**config.mk**
```make
export PLATFORM = sky130hd
export DESIGN_NAME = io_run_monitor
export DESIGN_NICKNAME = d
export VERILOG_FILES = /design/src/rtl/io_run_monitor.sv
export SDC_FILE = /design/constraint.sdc
export NUM_CORES = 1
export LEC_CHECK = 0
export ABC_AREA = 1
export BUFFER_PORTS_ARGS = -buffer_cell sky130_fd_sc_hd__buf_2
export CELL_PAD_IN_SITES_DETAIL_PLACEMENT = 1
export CELL_PAD_IN_SITES_GLOBAL_PLACEMENT = 1
export CORE_ASPECT_RATIO = 2
export CORE_MARGIN = 8
export CORE_UTILIZATION = 25
export DETAILED_ROUTE_END_ITERATION = 6
export GPL_TIMING_DRIVEN = 1
export PLACE_DENSITY_LB_ADDON = 0.1
export SKIP_LAST_GASP = 1
export SLEW_MARGIN = 20
export SYNTH_ARGS = -nofsm -noshare
export SYNTH_HDL_FRONTEND = slang
export SYNTH_SLANG_ARGS = --single-unit
```
**constraint.sdc**
```tcl
create_clock -name clk -period 3.1 [get_ports clk]
set_clock_uncertainty 0.1 [all_clocks]
set_input_delay 0.93 -clock clk [delete_from_list [all_inputs] [get_ports clk]]
set_output_delay 0.93 -clock clk [all_outputs]
set_load 0.01 [all_outputs]
```
**src/rtl/io_run_monitor.sv**
```systemverilog
// Synthesizable I/O-write checker and halt watchdog for the CPU bus.
// Compares checked I/O writes against a golden value and ends a run on the halt idiom or a timeout.
module io_run_monitor #(
    parameter int                DATA_W        = 8,
    parameter int                ADDR_W        = 4,
    parameter int                MAX_CYCLES    = 2000,
    parameter int                SETTLE_CYCLES = 2,
    parameter int                CNT_W         = 32,
    parameter int                ERR_W         = 16,
    parameter logic [DATA_W-1:0] HALT_OPCODE   = DATA_W'(8'h20),
    parameter logic [DATA_W-1:0] HALT_OPERAND  = DATA_W'(8'hFE)
) (
    input  logic                   clk,
    input  logic                   reset,
    input  logic                   start,
    input  logic                   io_we,
    input  logic                   io_oe,
    input  logic [ADDR_W-1:0]      io_addr,
    input  logic [DATA_W-1:0]      io_data,
    input  logic [DATA_W-1:0]      exp_data,
    input  logic [2**ADDR_W-1:0]   chk_mask,
    input  logic [DATA_W-1:0]      ir,
    input  logic [DATA_W-1:0]      operand,
    output logic                   busy,
    output logic                   done,
    output logic                   halted,
    output logic                   timeout,
    output logic                   pass,
    output logic                   err_pulse,
    output logic [CNT_W-1:0]       cycle_cnt,
    output logic [CNT_W-1:0]       write_cnt,
    output logic [ERR_W-1:0]       error_cnt,
    output logic [ADDR_W-1:0]      first_err_addr,
    output logic [DATA_W-1:0]      first_err_data,
    output logic [DATA_W-1:0]      first_err_exp
);

    localparam int                SET_W    = $clog2(SETTLE_CYCLES + 1);
    localparam logic [SET_W-1:0]  SET_LAST = SET_W'(SETTLE_CYCLES - 1);
    localparam logic [CNT_W-1:0]  MAX_LAST = CNT_W'(MAX_CYCLES - 1);

    generate
        if (MAX_CYCLES < 2) begin : g_bad_max
            $error("io_run_monitor: MAX_CYCLES must be >= 2");
        end
        if (SETTLE_CYCLES < 1) begin : g_bad_settle
            $error("io_run_monitor: SETTLE_CYCLES must be >= 1");
        end
        if (CNT_W < 63) begin : g_cnt_range
            if (64'(MAX_CYCLES) >= (64'd1 << CNT_W)) begin : g_bad_cnt
                $error("io_run_monitor: MAX_CYCLES must be < 2**CNT_W");
            end
        end
    endgenerate

    typedef enum logic [1:0] {IDLE, SETTLE, RUN, DONE} state_t;

    typedef struct packed {
        logic [ADDR_W-1:0] addr;
        logic [DATA_W-1:0] data;
        logic [DATA_W-1:0] exp;
    } err_rec_t;

    state_t           state;
    logic [SET_W-1:0] settle_cnt;
    err_rec_t         first_err;

    logic checked, mismatch, halt_hit, wd_hit;

    assign checked  = io_we & io_oe & chk_mask[io_addr];
    assign mismatch = checked & (io_data != exp_data);
    assign halt_hit = (ir == HALT_OPCODE) && (operand == HALT_OPERAND);
    assign wd_hit   = (cycle_cnt == MAX_LAST);

    always_ff @(posedge clk) begin
        if (reset) begin
            state      <= IDLE;
            settle_cnt <= '0;
            cycle_cnt  <= '0;
            write_cnt  <= '0;
            error_cnt  <= '0;
            first_err  <= '0;
            halted     <= 1'b0;
            timeout    <= 1'b0;
            err_pulse  <= 1'b0;
        end else begin
            err_pulse <= 1'b0;
            case (state)
                IDLE, DONE: begin
                    if (start) begin
                        state      <= SETTLE;
                        settle_cnt <= '0;
                        cycle_cnt  <= '0;
                        write_cnt  <= '0;
                        error_cnt  <= '0;
                        first_err  <= '0;
                        halted     <= 1'b0;
                        timeout    <= 1'b0;
                    end
                end
                // Bus is ignored here so post-reset PC/IR garbage never counts.
                SETTLE: begin
                    if (settle_cnt == SET_LAST) state <= RUN;
                    else                        settle_cnt <= settle_cnt + SET_W'(1);
                end
                RUN: begin
                    cycle_cnt <= cycle_cnt + CNT_W'(1);
                    if (checked) write_cnt <= write_cnt + CNT_W'(1);
                    if (mismatch) begin
                        err_pulse <= 1'b1;
                        if (error_cnt != '1) error_cnt <= error_cnt + ERR_W'(1);
                        if (error_cnt == '0) first_err <= '{addr: io_addr, data: io_data, exp: exp_data};
                    end
                    // Halt takes priority over a coincident watchdog expiry.
                    if (halt_hit) begin
                        state  <= DONE;
                        halted <= 1'b1;
                    end else if (wd_hit) begin
                        state   <= DONE;
                        timeout <= 1'b1;
                    end
                end
                default: state <= IDLE;
            endcase
        end
    end

    assign busy           = (state == SETTLE) || (state == RUN);
    assign done           = (state == DONE);
    assign pass           = done & halted & (error_cnt == '0);
    assign first_err_addr = first_err.addr;
    assign first_err_data = first_err.data;
    assign first_err_exp  = first_err.exp;

endmodule

```
==> flow_summary_export.csv <==
group,metric,value,unit
timing,setup_tns,0,ns
power_and_ir_drop,leakage,3.40,nW
floorplan,ios,163,
power_and_ir_drop,clkPwrFrac,0.225,
drt,antenna_left,0,
layout,antenna_cells,0,
logic_synthesis,synth_cell_types,35,
drt,first_iter_violations,179,
timing,setup_viol,0,
placed_design,hpwl,20.6,mm
power_and_ir_drop,pwr-share-comb,0.482,
drt,highest_layer,"met4",
drt,route.met2.wl,14.7,mm
floorplan,rows,84,
worst_setup_path,crit_path_end_kind,"output port",
power_and_ir_drop,p_seq_frac,0.293,
layout,drive_above_1_share,0.176,
drt,drc,0,
layout,multi_input_area,3840,µm²
placed_design,place_congestion,0.842,
logic_synthesis,synth_warnings,0,
cts,ctsResizeCount,0,
logic_synthesis,yosysTopAreaCell,"dfxtp_1",
worst_setup_path,crit_path_max_incr_delay,0.48,ns
power_and_ir_drop,swShare,0.466,
worst_setup_path,cp-start-kind,"flip-flop",
timing,fin_crit,2.87,ns
logic_synthesis,synth_top_cell_area_share,0.324,
layout,area_growth,23.4,%
logic_synthesis,yosys-top-cells-area,"dfxtp_1 32%, nand2_1 16%, nor2_1 9.4%",
drt,drtPass1Iterations,4,
timing,slew_violations,0,
power_and_ir_drop,max-vdd-ir-drop,345,µV
drt,drt-met1-wl,9.74,mm
timing,slew_headroom,0.598,
power_and_ir_drop,p_int,3.07,mW
cts,cts_buffers,9,
worst_setup_path,cp.arrival,1.84,ns
global_routing,grt_max_degree,37,
outcome,status,"finished, final reports clean",
cts,clk_latency,0.37,ns
timing,max_slew.worst_pin.slew,0.599,ns
worst_setup_path,path_class,"reg2out",
cts,path_clk_slew,0.08,ns
cts,cts_hold_buf,0,
floorplan,die_w,131,µm
worst_setup_path,cp_num_buf_inv,1,
logic_synthesis,postSynthCellCount,1079,
timing,final-hold-violation-count,0,
cts,cts_setup_buffers,0,
layout,post-route-cell-area,8150,µm²
global_routing,grt_usage,0.166,
logic_synthesis,synth_area,6610,µm²
cts,root_buffer,"clkbuf_16",
floorplan,initial_core_util,0.252,
placed_design,port_buffers,162,
global_routing,overflow,0,
drt,wl_per_cell,16.4,µm
layout,final-seq-area,2140,µm²
worst_setup_path,crit_slowest_cell,"nor4_1",
timing,post-route-period-util,0.925,
global_routing,grt_pass1_vias,7710,
global_routing,grt_pass1_wl,41.4,mm
worst_setup_path,crit_required,2.07,ns
drt,viasPerCell,4.60,
drt,routed_wl,26.0,mm
power_and_ir_drop,power_density,707,nW/µm²
cts,clock_path_buffers,2,
placed_design,dpl_cell_area,7840,µm²
job,drv_cap,0,
worst_setup_path,critical_path.cell_chain,"nor4_1 > nand4_1 > nor2_1 > buf_2",
min_path,hold_path.class,"reg2reg",
power_and_ir_drop,p_sw,2.69,mW
logic_synthesis,synth-seq-cells,107,
cts,cts_tree,"yes",
floorplan,core,26200,µm²
timing,timing.fmax,349,MHz
worst_setup_path,worstPathMaxFanout,7,
floorplan,die_area,32200,µm²
timing,rsz0062_at_grt,"no",
floorplan,fp.dieH,246,µm
cts,htreeDepth,3,
drt,wl_met3,1.03,mm
layout,final_nets,1299,
drt,dr_total_vias,7276,
logic_synthesis,yosysSeqAreaShare,0.324,
layout,fill_cells,3437,
global_routing,antenna_found_initial,0,
worst_setup_path,crit_family,"simple AND/OR/NAND/NOR gates",
cts,clock_sinks,107,
logic_synthesis,syn_avg_cell_area,6.12,µm²
logic_synthesis,synth_nets,1145,
worst paths after layout:
path	startpoint	slack (ns)	cells past startpoint	end
max	error_cnt[2]$_SDFFE_PP0P_	0.23	4	pass
min	timeout$_SDFFE_PP0P_	0.37	2	timeout$_SDFFE_PP0P_
max reg2reg	state[0]$_SDFFE_PP0P_	0.50	11	first_err_data[6]$_SDFFE_PP0P_
min reg2reg	timeout$_SDFFE_PP0P_	0.37	2	timeout$_SDFFE_PP0P_
cell usage in the layout, fill, tap and decap left out, drive strengths merged, types with 2 or more instances in the layout:
| cell | n |
|---|---|
| a211oi | 2 |
| buf | 181 |
| nor3 | 38 |
| nand4 | 18 |
| dfxtp | 107 |
| a21o | 3 |
| nor3b | 5 |
| nand3 | 120 |
| clkinvlp | 2 |
| nand2 | 283 |
| xnor2 | 12 |
| a31oi | 4 |
| a21oi | 66 |
| or2 | 7 |
| nor2 | 169 |
| ha | 9 |
| o21ai | 32 |
| clkbuf | 13 |
| nor4 | 8 |
| inv | 126 |
| xor2 | 26 |
| o21bai | 2 |
cells by family after synthesis:
family,after synthesis,share of synthesized area
compound gates,111,0.0928
xor+xnor,38,0.0504
fa+ha+maj,9,0.0170
buf+inv,164,0.0954
flops,107,0.324
simple gates,650,0.420
sequential cells by signal, indices dropped and copies added, names as in the netlist:
| name | count |
|---|---|
| error_cnt | 16 |
| halted | 1 |
| timeout | 1 |
| write_cnt | 32 |
| err_pulse | 1 |
| cycle_cnt | 32 |
| first_err_data | 8 |
| first_err_exp | 8 |
| state | 2 |
| settle_cnt | 2 |
| first_err_addr | 4 |
area by class of cell:
type | count | share of cell area
inverters | 126 | 0.0580
repair buffers | 181 | 0.117
clock buffers | 13 | 0.0332
clock inverters | 3 | 0.00553
multi-input cells | 808 | 0.471
well taps | 344 | 0.0528
flip-flops and latches | 107 | 0.263
metrics by stage:
step / setup slack [ns] / utilization / power (mW) / hold slack, ns / instances
after floorplan: 0.730 / - / 3.59 / 0.333 / 1079
after global placement: 0.357 / 0.299 / 4.53 / 0.348 / 1566
after detailed placement: 0.321 / 0.299 / 4.57 / 0.365 / 1566
after CTS: 0.146 / 0.311 / 5.90 / 0.384 / 1582
after global routing: 0.127 / 0.311 / 6.27 / 0.407 / 1582
final: 0.232 / 0.311 / 5.76 / 0.375 / 1582
worst min-delay path: stages, from the launching register on:
cell     delay [ns]
dfxtp_1        0.33
nor2_1         0.04
nor2_1         0.07
metal layers:
| layer | vias to the layer above | global-route usage |
|---|---|---|
| met5 | - | 0 |
| met4 | 0 | 0.0578 |
| met1 | 3403 | 0.166 |
| met3 | 23 | 0.0313 |
| li1 | 3744 | - |
| met2 | 106 | 0.324 |
power by group through the flow:
| stage | Clock, mW | Combinational (mW) | Sequential, mW |
|---|---|---|---|
| floorplan | 0 | 1.86 | 1.73 |
| global placement | 0 | 2.81 | 1.72 |
| detailed placement | 0 | 2.85 | 1.72 |
| CTS | 1.35 | 2.86 | 1.69 |
| global route | 1.40 | 3.15 | 1.71 |
| finish | 1.29 | 2.78 | 1.69 |
cell usage after synthesis:
library cell  count
nand2_1         282
nor2_1          166
inv_1           122
nand3_1         120
dfxtp_1         107
a21oi_1          64
nor3_1           35
xor2_1           26
o21ai_0          22
clkbuf_1         20
nand4_1          18
buf_2            12
xnor2_1          12
o21ai_1          10
ha_1              9
nor4_1            8
or2_2             7
buf_1             6
nor3b_1           5
inv_2             4
a21o_1            3
a31oi_1           3
nor2_2            3
a211oi_1          2
nor3_2            2
o21bai_1          2
a21oi_2           1
a21oi_4           1
a31oi_4           1
nand2_2           1
nand3b_1          1
nor3_4            1
o211ai_1          1
o31ai_1           1
or3_1             1
Note: power is estimated with default switching activity, not from simulation.
